File: config.mk
export PLATFORM = sky130hd
export DESIGN_NAME = briski_mem_arbiter
export DESIGN_NICKNAME = d
export VERILOG_FILES = /design/src/rtl/riscv_pkg.sv /design/src/rtl/briski_rsp_tag_pipe.sv /design/src/rtl/briski_mem_arbiter.sv
export SDC_FILE = /design/constraint.sdc
export NUM_CORES = 1
export LEC_CHECK = 0
export CORE_AREA = 2 2 95 97
export CTS_BUF_LIST = sky130_fd_sc_hd__clkbuf_4
export DETAILED_ROUTE_END_ITERATION = 7
export DIE_AREA = 0 0 97 99
export PLACE_DENSITY = 0.67
export SLEW_MARGIN = 40
export SYNTH_ARGS = -nofsm -noshare
export SYNTH_HDL_FRONTEND = slang
export SYNTH_HIERARCHICAL = 1
export SYNTH_SLANG_ARGS = --single-unit
File: constraint.sdc
create_clock -name clk -period 1.6 [get_ports clk]
set_clock_uncertainty 0.2 [all_clocks]
set_input_delay 0.4 -clock clk [delete_from_list [all_inputs] [get_ports clk]]
set_output_delay 0.4 -clock clk [all_outputs]
set_load 0.05 [all_outputs]
File: src/rtl/riscv_pkg.sv
// Shared core types: memory geometry, arbiter state and response tags.
// Imported by the memory arbiter and its response tag pipe.
package riscv_pkg;

  localparam int ADDR_WIDTH = 10;
  localparam int NB_COL     = 4;
  localparam int COL_WIDTH  = 8;
  localparam int MAX_RD_LAT = 3;

  typedef enum logic [1:0] {
    ARB_RUN,
    ARB_DRAIN,
    ARB_HALTED
  } arb_state_t;

  typedef enum logic {
    OWNER_CORE = 1'b0,
    OWNER_HOST = 1'b1
  } mem_owner_t;

  typedef struct packed {
    logic       valid;
    mem_owner_t owner;
  } rsp_tag_t;

endpackage

File: src/rtl/briski_rsp_tag_pipe.sv
// Read-response tag shift register matching the BRAM read latency.
// Flags core reads that are still pending beyond the current cycle.
module briski_rsp_tag_pipe
  import riscv_pkg::*;
#(
  parameter int RD_LAT = 1
) (
  input  logic     clk,
  input  logic     clr_i,
  input  rsp_tag_t tag_i,
  output rsp_tag_t tag_o,
  output logic     has_core_o
);

  rsp_tag_t stg_q [RD_LAT];

  always_ff @(posedge clk) begin
    if (clr_i) begin
      for (int i = 0; i < RD_LAT; i++) begin
        stg_q[i] <= '0;
      end
    end else begin
      stg_q[0] <= tag_i;
      for (int i = 1; i < RD_LAT; i++) begin
        stg_q[i] <= stg_q[i-1];
      end
    end
  end

  assign tag_o = stg_q[RD_LAT-1];

  // The exiting stage is answered this cycle, so it no longer blocks halt.
  always_comb begin
    has_core_o = 1'b0;
    for (int i = 0; i < RD_LAT - 1; i++) begin
      has_core_o = has_core_o |
        (stg_q[i].valid && stg_q[i].owner == OWNER_CORE);
    end
  end

endmodule

File: src/rtl/briski_mem_arbiter.sv
// Round-robin arbiter for the shared BRAM port between core and host,
// with read-response routing and a halt/drain FSM for host exclusive access.
module briski_mem_arbiter
  import riscv_pkg::*;
#(
  parameter int ADDR_WIDTH = riscv_pkg::ADDR_WIDTH,
  parameter int NB_COL     = riscv_pkg::NB_COL,
  parameter int COL_WIDTH  = riscv_pkg::COL_WIDTH,
  parameter int RD_LAT     = 1,
  localparam int DW        = NB_COL * COL_WIDTH
) (
  input  logic                  clk,
  input  logic                  reset_n,
  input  logic                  core_req_valid,
  output logic                  core_req_ready,
  input  logic                  core_req_we,
  input  logic [NB_COL-1:0]     core_req_be,
  input  logic [ADDR_WIDTH-1:0] core_req_addr,
  input  logic [DW-1:0]         core_req_wdata,
  output logic                  core_rsp_valid,
  output logic [DW-1:0]         core_rsp_rdata,
  input  logic                  host_req_valid,
  output logic                  host_req_ready,
  input  logic                  host_req_we,
  input  logic [NB_COL-1:0]     host_req_be,
  input  logic [ADDR_WIDTH-1:0] host_req_addr,
  input  logic [DW-1:0]         host_req_wdata,
  output logic                  host_rsp_valid,
  output logic [DW-1:0]         host_rsp_rdata,
  input  logic                  host_halt_req,
  output logic                  core_halted,
  output logic                  mem_en,
  output logic [NB_COL-1:0]     mem_we,
  output logic [ADDR_WIDTH-1:0] mem_addr,
  output logic [DW-1:0]         mem_wdata,
  input  logic [DW-1:0]         mem_rdata
);

  if (RD_LAT < 1 || RD_LAT > MAX_RD_LAT) begin : g_bad_lat
    $error("briski_mem_arbiter: RD_LAT must be 1..3");
  end

  arb_state_t state_q;
  mem_owner_t last_q;
  logic       core_ok;
  logic       host_ok;
  logic       gnt_c;
  logic       gnt_h;
  logic       has_core;
  rsp_tag_t   tag_in;
  rsp_tag_t   tag_out;

  always_comb begin
    core_ok = reset_n && core_req_valid && state_q == ARB_RUN;
    host_ok = reset_n && host_req_valid;
    gnt_c   = core_ok && (!host_ok || last_q == OWNER_HOST);
    gnt_h   = host_ok && !gnt_c;
  end

  assign core_req_ready = gnt_c;
  assign host_req_ready = gnt_h;

  always_comb begin
    mem_en    = gnt_c | gnt_h;
    mem_we    = '0;
    mem_addr  = '0;
    mem_wdata = '0;
    unique case (1'b1)
      gnt_c: begin
        mem_we    = core_req_we ? core_req_be : '0;
        mem_addr  = core_req_addr;
        mem_wdata = core_req_wdata;
      end
      gnt_h: begin
        mem_we    = host_req_we ? host_req_be : '0;
        mem_addr  = host_req_addr;
        mem_wdata = host_req_wdata;
      end
      default: ;
    endcase
  end

  always_comb begin
    tag_in.valid = (gnt_c && !core_req_we) || (gnt_h && !host_req_we);
    tag_in.owner = gnt_h ? OWNER_HOST : OWNER_CORE;
  end

  briski_rsp_tag_pipe #(
    .RD_LAT (RD_LAT)
  ) u_tags (
    .clk        (clk),
    .clr_i      (!reset_n),
    .tag_i      (tag_in),
    .tag_o      (tag_out),
    .has_core_o (has_core)
  );

  always_comb begin
    core_rsp_valid = reset_n && tag_out.valid &&
                     tag_out.owner == OWNER_CORE;
    host_rsp_valid = reset_n && tag_out.valid &&
                     tag_out.owner == OWNER_HOST;
    core_rsp_rdata = core_rsp_valid ? mem_rdata : '0;
    host_rsp_rdata = host_rsp_valid ? mem_rdata : '0;
  end

  always_ff @(posedge clk) begin
    if (!reset_n) begin
      state_q     <= ARB_RUN;
      last_q      <= OWNER_HOST;
      core_halted <= 1'b0;
    end else begin
      if (mem_en) begin
        last_q <= gnt_h ? OWNER_HOST : OWNER_CORE;
      end
      unique case (state_q)
        ARB_RUN: begin
          if (host_halt_req) state_q <= ARB_DRAIN;
        end
        ARB_DRAIN: begin
          // Dropping the halt request wins over completing the drain.
          if (!host_halt_req) begin
            state_q <= ARB_RUN;
          end else if (!has_core) begin
            state_q     <= ARB_HALTED;
            core_halted <= 1'b1;
          end
        end
        ARB_HALTED: begin
          if (!host_halt_req) begin
            state_q     <= ARB_RUN;
            core_halted <= 1'b0;
          end
        end
        default: begin
          state_q     <= ARB_RUN;
          core_halted <= 1'b0;
        end
      endcase
    end
  end

endmodule

== Yosys cells after proc, flatten, opt, wreduce, memory -nomap -nowiden ==
Memories as Yosys holds them, arrays and structs flattened.
Cells that the tools add are included.

* Bits in registers: 4
* Bits in writable memories: 2
* Input port bits: 131
* Output and inout port bits: 116
* Logic and storage cells: 51
* Memories: 1

{| class="wikitable"
|+ Memories
! memory !! depth !! bits a word !! read ports !! clocked after memory_dff !! write ports !! RTL line !! text
|-
| u_tags.stg_q || 1 || 2 || 1 || 0 || 1 || briski_rsp_tag_pipe.sv:15 || <nowiki>rsp_tag_t stg_q [RD_LAT];</nowiki>
|}

* Equality and inequality tests: 5
* Mux-type cells: 19
* Bitwise logic cells: 3
* Reductions and logical operators: 20

{| class="wikitable"
|+ Operators with widths
! operator !! count
|-
| 32-bit two-way mux || 2
|-
| 32-bit case mux with 2 select lines || 1
|-
| 10-bit case mux with 2 select lines || 1
|-
| 1-bit logical AND || 10
|-
| 2-bit two-way mux || 4
|-
| 4-bit two-way mux || 2
|-
| 4-bit case mux with 2 select lines || 1
|-
| 1-bit two-way mux || 6
|-
| 2-bit != test, second input constant || 3
|-
| 2-bit case mux with 3 select lines || 1
|-
| 1-bit logical NOT || 4
|-
| 1-bit case mux with 3 select lines || 1
|-
| 3-bit AND reduction || 1
|-
| 2-bit by 1-bit equality test with 1-bit output, second input constant || 1
|-
| 2-bit equality test, second input constant || 1
|-
| 2-bit logical NOT || 1
|-
| 1-bit logical OR || 2
|-
| 1-bit NOT || 2
|-
| 2-bit AND reduction || 1
|-
| 2-bit OR reduction || 1
|-
| 1-bit OR || 1
|}

== Depth between registers and ports, before layout ==
Gate-level depths: netlist of run 1.

* Depth after elaboration: 9
* Mapped depth: 5
* Depth with buffers taken out: 4

== Modules after synthesis ==
The synthesis of run 1 kept the hierarchy.

{| class="wikitable"
|+ By module, submodules not included
! module !! instances !! cells an instance !! area an instance (sq um) !! sequential area each (sq um)
|-
| briski_mem_arbiter || 1 || 155 || 1192.4 || 80.1
|-
| briski_rsp_tag_pipe || 1 || 6 || 63.8 || 40.0
|}

== Worst setup path after synthesis of run 1 ==
OpenSTA, ideal clock, no wires.

* Path kind: register to output
* Start point: register state_q[1]
* End point: output port mem_wdata[22]
* Data arrival time: 1486 ps
* Path slack: -486 ps
* Cell stages (with the launch flop): 5
* Buffers on the path: 1
* Cell sequence: dfxtp_1 -> and4bb_4 -> nor2_4 -> buf_6 -> a22o_1

* Cells in the longest elaborated chain, start to end: 6

{| class="wikitable"
|+ RTL lines
! element !! RTL line !! text
|-
| start: declaration || briski_mem_arbiter.sv:43 || <nowiki>arb_state_t state_q;</nowiki>
|-
| start signal: assignment || briski_mem_arbiter.sv:109 || <nowiki>state_q <= ARB_RUN;</nowiki>
|-
| start signal: assignment || briski_mem_arbiter.sv:118 || <nowiki>if (host_halt_req) state_q <= ARB_DRAIN;</nowiki>
|-
| start signal: assignment || briski_mem_arbiter.sv:123 || <nowiki>state_q <= ARB_RUN;</nowiki>
|-
| 2-bit logical NOT || briski_mem_arbiter.sv:54 || <nowiki>core_ok = reset_n && core_req_valid && state_q == ARB_RUN;</nowiki>
|-
| 1-bit logical AND || briski_mem_arbiter.sv:54 ||
|-
| 1-bit logical AND || briski_mem_arbiter.sv:56 || <nowiki>gnt_c = core_ok && (!host_ok || last_q == OWNER_HOST);</nowiki>
|-
| 1-bit logical NOT || briski_mem_arbiter.sv:57 || <nowiki>gnt_h = host_ok && !gnt_c;</nowiki>
|-
| 1-bit logical AND || briski_mem_arbiter.sv:57 ||
|-
| net host_req_ready || briski_mem_arbiter.sv:23 || <nowiki>output logic host_req_ready,</nowiki>
|-
| 32-bit case mux with 2 select lines || briski_mem_arbiter.sv:68 || <nowiki>unique case (1'b1)</nowiki>
|-
| end: declaration || briski_mem_arbiter.sv:35 || <nowiki>output logic [DW-1:0] mem_wdata,</nowiki>
|}

The timed path passes the listed nets, and every way through them passes these cells.

== Worst setup path in the final report of run 1 ==
* Start point: register state_q[0]
* End point: output port mem_wdata[11]

* Cells in the longest elaborated chain, start to end: 6

{| class="wikitable"
|+ RTL lines
! element !! RTL line
|-
| 2-bit logical NOT (*) || briski_mem_arbiter.sv:54
|-
| 1-bit logical AND (*) || briski_mem_arbiter.sv:54
|-
| 1-bit logical AND (*) || briski_mem_arbiter.sv:56
|-
| 1-bit logical NOT || briski_mem_arbiter.sv:57
|-
| 1-bit logical AND || briski_mem_arbiter.sv:57
|-
| 32-bit case mux with 2 select lines (*) || briski_mem_arbiter.sv:68
|}

Every way passes the cells marked *; elsewhere a longest branch is shown, timed or not.

==> impl_metrics.csv, run 1 <==
group,metric,value,unit
logic_synthesis,ys_warn_count,6,
logic_synthesis,synth.avg_cell_area,7.80,um^2
detailed_routing,drt_iter0_drc,33,
power_and_ir_drop,vdd_drop_max,0.216,mV
global_routing,grt_max_degree,10,
timing,final-max-slew-violation-count,0,
cts,numCtsBuffers,3,
placed_design,hpwl,8.22,mm
timing,rsz0062_at_grt,"yes",
logic_synthesis,ys_seq_area_share,9.56,%
critical_path,ff2ff_path_depth,8,
placed_design,gp_congestion,0.764,
floorplan,dieWidth,97,um
detailed_routing,first_pass_iters,4,
hold_path,worstHoldPathType,"register to register",
floorplan,die_h,99,um
final_layout,fin_cells,560,
placed_design,place_inst,521,
logic_synthesis,ys_ff_latch,6,
global_routing,grt_overflow,0,
final_layout,nNetsFinal,585,
final_layout,synthToLayoutAreaGrowth,403,%
logic_synthesis,synthCells,161,
timing,max_freq,429,MHz
detailed_routing,drt_wl_total,11.5,mm
critical_path,critPathMaxFanout,8,
placed_design,pre_cts_slack,-0.894,ns
detailed_routing,wl_per_cell,20.5,um
detailed_routing,via_per_inst,4.50,
hold_path,hold_start,"core_halted$_SDFFE_PN0P_",
critical_path,cp.required,1.00,ns
critical_path,cpPeakStageDelay,0.35,ns
outcome,run_status,"finished, violations left",
floorplan,start_util,14.7,%
hold_path,holdPathStages,2,
floorplan,rows,34,
logic_synthesis,syn-cell-area,1260,um^2
power_and_ir_drop,leakagePower,2.72,nW
cts,clk_latency,0.24,ns
critical_path,criticalPathCategory,"register to output pin",
timing,finalCritPeriodShare,146,%
timing,hold_viol,0,
power_and_ir_drop,p_total,0.00204,W
detailed_routing,vias,2519,
global_routing,grt_pass1_vias,2824,
timing,finalSetupViolations,116,
outcome,violations,"setup timing",
critical_path,crit_chain,"and4bb_4 > nor2_4 > buf_12 > clkbuf_16 > a22o_4 > buf_12",
logic_synthesis,synth_cell_types,26,
final_layout,drive_gt1_share,67.0,%
cts,cts_tree,"yes",
detailed_routing,antenna_left,0,
power_and_ir_drop,power_density,323,nW/um^2
final_layout,antenna_cells,0,
critical_path,worstSetupStartpoint,"state_q[0]$_SDFFE_PN0P_",
cts,clkSinkCount,6,
critical_path,cp.arrival,1.73,ns
cts,clockBufferDepth,2,
global_routing,grt_use_total,22.7,%
timing,worst_slack,-0.729,ns
critical_path,cp-start-kind,"register",
floorplan,core_area,8550,um^2
placed_design,io_buffers,246,
timing,min_period,2.33,ns
global_routing,antenna_found_initial,1,
cts,cts_max_level,1,
cts,hold_buffers,0,
timing,hold_slack,0.327,ns
logic_synthesis,syn_nets,292,
cts,path_clk_slew,0.05,ns
critical_path,slowest_stage,"and4bb_4",
floorplan,dieArea,9600,um^2
cts,cts_root_buf,"clkbuf_4",
flow_run,maxCapViolCount,0,
critical_path,timing.rr.start,"state_q[0]$_SDFFE_PN0P_",
critical_path,cp-end-kind,"output pin",
critical_path,cp_common_cell,"buf_12",
detailed_routing,drc,0,
floorplan,io-pin-count,247,
global_routing,grt_pass1_wl,16.9,mm
-- kinds of logic (layout without fill, tap and decap cells) --
| group | Yosys count | in the layout | synth area share (%) |
|---|---|---|---|
| AOI/OAI and AO/OA | 49 | 49 | 35.1 |
| other | 1 | 1 | 0.299 |
| muxes | 2 | 2 | 1.59 |
| and+or+nand+nor | 85 | 86 | 43.0 |
| buffers and inverters | 18 | 308 | 10.5 |
| DFF | 6 | 6 | 9.56 |
-- placed cells by master (no fill, tap or decap) --
master           synthesis  layout
nor2_4                   1       3
nand2b_1                 1       1
o32ai_1                  1       1
and2_4                   0      64
nand2_1                  4       3
clkbuf_4                 0       3
buf_12                   0     123
buf_8                    0       6
dfxtp_4                  0       3
dfxtp_2                  0       1
a32o_2                   0       4
nor3b_4                  0       2
o21ai_0                  1       1
buf_16                   0       7
nor2_1                   5       2
conb_1                   1       1
and4bb_4                 1       1
buf_4                    2      15
nor2_2                   0       1
clkdlybuf4s15_1          0       1
nor2b_1                  3       3
nor3_1                   1       1
dfxtp_1                  6       2
mux2i_1                  2       2
clkdlybuf4s50_1          0     127
or2_2                    1       1
clkbuf_16                0       2
nand2_8                  0       1
buf_6                    7      21
and3_4                   1       3
dlygate4sd2_1            0       1
inv_1                    2       2
a21oi_1                  1       1
a22o_4                   0      42
-- power breakdown --
group / internal [W] / switching, W
clock network: 0.0000849 / 0.0000554
registers: 0.000156 / 0.00000827
logic: 0.000998 / 0.000742
-- flip-flops by register name, indices dropped and copies added (netlist names) --
name / flops
u_tags/stg_q: 2
last_q: 1
core_halted: 1
state_q: 2
-- critical path: cells and delay by family, from the launching register on --
| family | cells | cell delay [ns] |
|---|---|---|
| simple gates | 2 | 0.41 |
| buf+inv | 3 | 0.47 |
| compound gates | 1 | 0.26 |
| flops | 1 | 0.34 |
-- cell usage after synthesis, drive strengths merged --
cell,count,area [um^2]
mux2i,2,20.0
nand2,4,15.0
inv,2,7.51
nor2b,3,18.8
nor2,6,30.0
a22o,42,382
nor3b,2,25.0
o32ai,1,8.76
buf,12,109
conb,1,3.75
a21oi,1,5.00
or2,1,6.26
dfxtp,6,120
a32o,4,40.0
and2,64,400
and4bb,1,16.3
nand2b,1,6.26
nor3,1,5.00
clkbuf,4,15.0
o21ai,1,5.00
and3,2,17.5
-- path summary, 6_finish.rpt --
kind | endpoint | slack [ns]
worst max register to register | u_tags/stg_q[0][1]$_SDFF_PP0_ | -0.22
worst min-delay path | core_halted$_SDFFE_PN0P_ | 0.33
worst max-delay path | mem_wdata[11] | -0.73
worst min register to register | core_halted$_SDFFE_PN0P_ | 0.33
-- repair_timing --
action	in CTS	in global routing
pin swaps	30	23
cloned	15	2
setup endpoints to repair	118	116
resized for setup	59	17
buffers inserted	25	9
-- stage by stage --
step	util [%]	setup TNS, ns	cell area [um^2]
floorplan	-	-11.45	1870
global placement	66.2	-93.48	5660
detailed placement	66.2	-95.41	5660
CTS	75.0	-58.16	6410
global route	73.9	-60.53	6320
finish	73.9	-55.55	6320
-- layer usage --
layer	vias up	wire length, um	GRT usage (%)	part of all wire, %
met2	154	6360	45.6	55
met3	8	874	5.74	7.6
li1	1166	-	-	-
met1	1191	4120	24.0	36
met5	-	0	0	0
met4	0	114	3.68	0.99
-- area by class of cell --
| type | count | area, um^2 |
|---|---|---|
| clock buffers | 3 | 22.5 |
| fillers | 537 | 2230 |
| inverters | 2 | 7.51 |
| multi-input cells | 138 | 1590 |
| flip-flops and latches | 6 | 133 |
| well taps | 108 | 135 |
| repair buffers | 303 | 4430 |
(Power assumes the default switching activity.)
==> run 2, diff against run 1 <==
Settings changed: ABC_AREA from default to 0, TNS_END_PERCENT from default to 100.
==> results of run 2 <==
The final DEF is identical to that of run 1; final timing and power are the same.
==> run 3, diff against run 2 <==
Settings changed: CAP_MARGIN from default to 20, MAX_ROUTING_LAYER from default to met4.
==> run 3 against run 2 <==
Against the previous run:
- the run still ends with setup timing left
- cell count up 0.18%
- sequential power about the same
- highest routed layer unchanged
- sequential cell count unchanged
- routed wire length down 0.70%
==> impl_metrics.csv, run 3 (synthesis gave the netlist of run 1 again) <==
group,metric,value,unit
outcome,run_status,"finished, violations left",
outcome,violations,"setup timing",
timing,rsz0062_at_grt,"yes",
cts,clk_latency,0.24,ns
critical_path,cp-end-kind,"output pin",
global_routing,grt_max_degree,10,
timing,final-max-slew-violation-count,0,
floorplan,dieArea,9600,um^2
placed_design,gp_congestion,0.774,
global_routing,grt_pass1_wl,16.9,mm
final_layout,drive_gt1_share,67.0,%
cts,clkSinkCount,6,
timing,min_period,2.33,ns
critical_path,critPathMaxFanout,8,
power_and_ir_drop,leakagePower,2.72,nW
cts,numCtsBuffers,3,
detailed_routing,drt_iter0_drc,53,
detailed_routing,antenna_left,0,
timing,finalSetupViolations,116,
final_layout,final_cell_mix,"clkdlybuf4s50_1, buf_12, and2_4",
placed_design,hpwl,8.22,mm
timing,worst_slack,-0.725,ns
floorplan,io-pin-count,247,
cts,hold_buffers,0,
detailed_routing,wl_per_cell,20.3,um
floorplan,rows,34,
critical_path,cp-start-kind,"register",
timing,hold_viol,0,
global_routing,antenna_found_initial,1,
global_routing,grt_overflow,0,
timing,finalCritPeriodShare,145,%
cts,clockBufferDepth,2,
floorplan,start_util,14.7,%
detailed_routing,vias,2509,
critical_path,criticalPathCategory,"register to output pin",
power_and_ir_drop,p_total,0.00204,W
flow_run,maxCapViolCount,0,
timing,hold_slack,0.327,ns
final_layout,synthToLayoutAreaGrowth,403,%
global_routing,grt_pass1_vias,2824,
final_layout,nNetsFinal,585,
timing,max_freq,430,MHz
final_layout,layout_commonest_cell,"clkdlybuf4s50_1",
power_and_ir_drop,vdd_drop_max,0.216,mV
floorplan,die_h,99,um
detailed_routing,via_per_inst,4.47,
floorplan,core_area,8550,um^2
detailed_routing,drt_wl_total,11.4,mm
critical_path,cp.required,1.00,ns
detailed_routing,first_pass_iters,4,
global_routing,grt_use_total,23.5,%
detailed_routing,drc,0,
floorplan,dieWidth,97,um
cts,cts_max_level,1,
final_layout,largestRegisters,"state_q (2), u_tags/stg_q (2)",
critical_path,cp.arrival,1.73,ns
cts,path_clk_slew,0.05,ns
placed_design,io_buffers,246,
power_and_ir_drop,power_density,323,nW/um^2
cts,cts_root_buf,"clkbuf_4",
hold_path,worstHoldPathType,"register to register",
cts,cts_tree,"yes",
run 3: worst paths after layout:
kind	startpoint	endpoint	slack, ns	cells after the start
worst min-delay path	core_halted$_SDFFE_PN0P_	core_halted$_SDFFE_PN0P_	0.33	2
worst max register to register	state_q[0]$_SDFFE_PN0P_	u_tags/stg_q[0][1]$_SDFF_PP0_	-0.22	8
worst max-delay path	state_q[0]$_SDFFE_PN0P_	mem_wdata[21]	-0.73	6
worst min register to register	core_halted$_SDFFE_PN0P_	core_halted$_SDFFE_PN0P_	0.33	2
run 3: per-layer routing:
metal  track usage [%]  share of wire [%]  up-vias
met4              3.68               0.97        0
met5                 -                  0        -
li1                  -                  -     1171
met2              45.8                 56      157
met3              4.47                6.8        8
met1              24.9                 37     1173
run 3: per-stage QoR:
| stage | utilization, % | setup TNS (ns) | worst slack [ns] | instance area, um^2 | std cells |
|---|---|---|---|---|---|
| after floorplan | - | -11.45 | -0.257 | 1870 | 161 |
| after global placement | 66.2 | -93.48 | -0.885 | 5660 | 521 |
| final | 73.9 | -55.37 | -0.725 | 6320 | 561 |
| after CTS | 75.0 | -58.16 | -0.717 | 6410 | 562 |
| after global routing | 73.9 | -61.11 | -0.775 | 6320 | 561 |
| after detailed placement | 66.2 | -95.41 | -0.894 | 5660 | 521 |
run 3: layout make-up:
class	count	area, um^2
inverters	2	7.51
clock buffers	3	22.5
repair buffers	303	4430
diodes	1	2.50
well taps	108	135
flip-flops and latches	6	133
fillers	533	2230
multi-input cells	138	1590
run 3: power breakdown:
part | switching [W] | internal (W)
Combinational | 0.000741 | 0.000998
Clock | 0.0000561 | 0.0000850
Sequential | 0.00000825 | 0.000156
Total | 0.000805 | 0.00124
run 3: timing repair:
item,in CTS,in global routing
endpoints found under the setup margin,118,116
cloned,15,2
pin swaps,30,23
setup buffers,25,9
hold endpoints to repair,0,0
gates resized for setup,59,17
run 3: worst max-delay path: stages, from the launching register on:
cell,delay [ns]
dfxtp_4,0.34
and4bb_4,0.35
nor2_4,0.06
buf_12,0.16
clkbuf_16,0.16
a22o_4,0.26
buf_12,0.14
==> variant (config.mk and constraints of run 2) <==
The package constant `ADDR_WIDTH` goes from 10 to 11.
--- a/src/rtl/riscv_pkg.sv
+++ b/src/rtl/riscv_pkg.sv
@@ -2,7 +2,7 @@
 // Imported by the memory arbiter and its response tag pipe.
 package riscv_pkg;
 
-  localparam int ADDR_WIDTH = 10;
+  localparam int ADDR_WIDTH = 11;
   localparam int NB_COL     = 4;
   localparam int COL_WIDTH  = 8;
   localparam int MAX_RD_LAT = 3;
Interface: changed (resized core_req_addr, host_req_addr and mem_addr); port bits go from 247 to 250. No check against the original RTL was run, so the function may have changed too.
==> variant against run 2 <==
  * The run still ends with negative setup slack left
  * Die area is the same
  * Highest routed layer unchanged
  * Synthesized cell count increased by 1.2%
  * Routed wire length is 5.9% lower
  * Sequential cell count stayed put
  * Area after synthesis barely moved
  * Worst setup slack improved by 0.066 ns
  * Cell area is 0.91% higher
  * Power increased by 1.9%
  * Largest power group unchanged
  * Critical endpoint is now mem_wdata[23]
==> variant: results (changes against run 2) <==
====================================================================================
Commonest cells in the netlist ........................................ and2_1 (64), a22o_1 (43), buf_6 (7)
Post-placement setup slack ............................................     -1.00 ns   -0.107 ns
Count of input and output buffers .....................................          249   +1.2%
Warning count from the yosys run ......................................            6   unchanged
Setup fix buffers added after clock tree synthesis ....................           12   -52%
Leading post-synthesis cells by cell area ............................. and2_1 (32%), a22o_1 (30%), dfxtp_1 (9.6%), buf_6 (6.3%), a32o_1 (3.2%)
Setup violation total in the final timing report ......................          117   +0.86%
Global-route met2 utilization .........................................        43.7%   -1.9 points
Non-Clock Inverter Count ..............................................            2   unchanged
Clock tree root buffer cell ...........................................     clkbuf_4
Routed length per placed instance .....................................      19.5 um   -4.6%
Clock Latency Late Sink ...............................................      0.26 ns   +0.02 ns
Vias in the first global route ........................................        2,790   -1.2%
Detailed placement HPWL ...............................................      8000 um   -2.8%
Largest net degree at the start of global routing .....................           19   +9
Storage element area ..................................................      128 um2   -3.8%
Class of the worst hold path ..........................................       in2reg
Ratio of cells with drive above 1 in the final layout .................        66.2%   -0.82 points
Kind of cell with the highest combined delay on the critical path ..... simple AND/OR/NAND/NOR gates
Count of fill cells added during filler insertion .....................          534   -0.56%
Post_cts resized ......................................................           57   -3.4%
Data buffer area share ................................................        70.3%   +0.15 points
Synthesized Nets ......................................................          296   +1.4%
Met3 track demand over resource .......................................        3.69%   -2.1 points
Number of signal-net buffers in the layout ............................          295   -2.6%
Slowest cell delay on critical path ...................................      0.34 ns
Via count normalized by instance count ................................         4.46   -0.93%
Violated checks ....................................................... negative setup slack
Critical Path AT ......................................................      1.66 ns   -0.07 ns
Clock-cell share of area ..............................................       0.353%   -0.0032 points
Multi-input combinational area share ..................................        25.1%   -0.030 points
Status ................................................................ complete, but fails checks
Flip-flop and latch share of the layout cell area .....................        2.00%   -0.097 points
GR Layer Usage met1 ...................................................        23.2%   -0.87 points
Global-route wire length before repair ................................    16,400 um   -2.9%
Fin nets ..............................................................          579   -1.0%
Placed Area ...........................................................  0.00560 mm2   -0.97%
CP max stage cell .....................................................      dfxtp_2
Setup ws final ........................................................    -0.663 ns   +0.0662 ns
Portion of the post-synthesis area used by sequential elements ........        9.55%   about the same
Setup TNS .............................................................    -53.58 ns   +1.97 ns
Weighted congestion at the end of routability-driven global placement .        0.804   +5.3%
Leakage power total ...................................................      2.72 nW   +0.22%
Drt initial violations ................................................           19   -42%
Number of instances in the synthesized netlist ........................          163   +1.2%
Total GRT Usage .......................................................        21.8%   -0.93 points
Seq Cell Count ........................................................            6   unchanged
Switch Pwr ............................................................       829 uW   +2.9%
Antenna violations before repair ......................................            0   -1
Number of instances in the placed design ..............................          520   -0.19%
Critical Path Fanout Max ..............................................            8   unchanged
Count of distinct cell types in the synthesized netlist ...............           24   -7.7%
Worst IR drop on VDD ..................................................       272 uV   +26%
Routed vias ...........................................................        2,460   -2.3%
====================================================================================
[variant: cells by family after synthesis]
kind of cell | synth area share, %
buf+inv | 10.6
mux | 1.59
flops | 9.55
simple gates | 43.3
other cells | 0.298
compound gates | 34.6
[variant: path summary, 6_finish.rpt]
| check | from | endpoint | slack (ns) | cells past startpoint |
|---|---|---|---|---|
| setup / recovery | state_q[1] | mem_wdata[23] | -0.66 | 5 |
| hold / removal | reset_n | state_q[0] | 0.23 | 3 |
| setup reg to reg | state_q[1] | u_tags/stg_q[0][1] | -0.24 | 8 |
| hold reg to reg | core_halted | core_halted | 0.33 | 2 |
[variant: power by group through the flow]
stage	Combinational (mW)	Sequential, mW	Clock, mW
floorplan	0.675	0.174	0
finish	1.76	0.166	0.156
detailed placement	1.57	0.170	0
CTS	1.74	0.166	0.159
global placement	1.55	0.169	0
global route	1.82	0.167	0.173
[variant: routing by layer]
metal  share of wire [%]  vias up
met5                   0        -
met4                 2.3        0
met3                 6.5       18
met2                  57      165
met1                  34     1120
li1                    -     1157
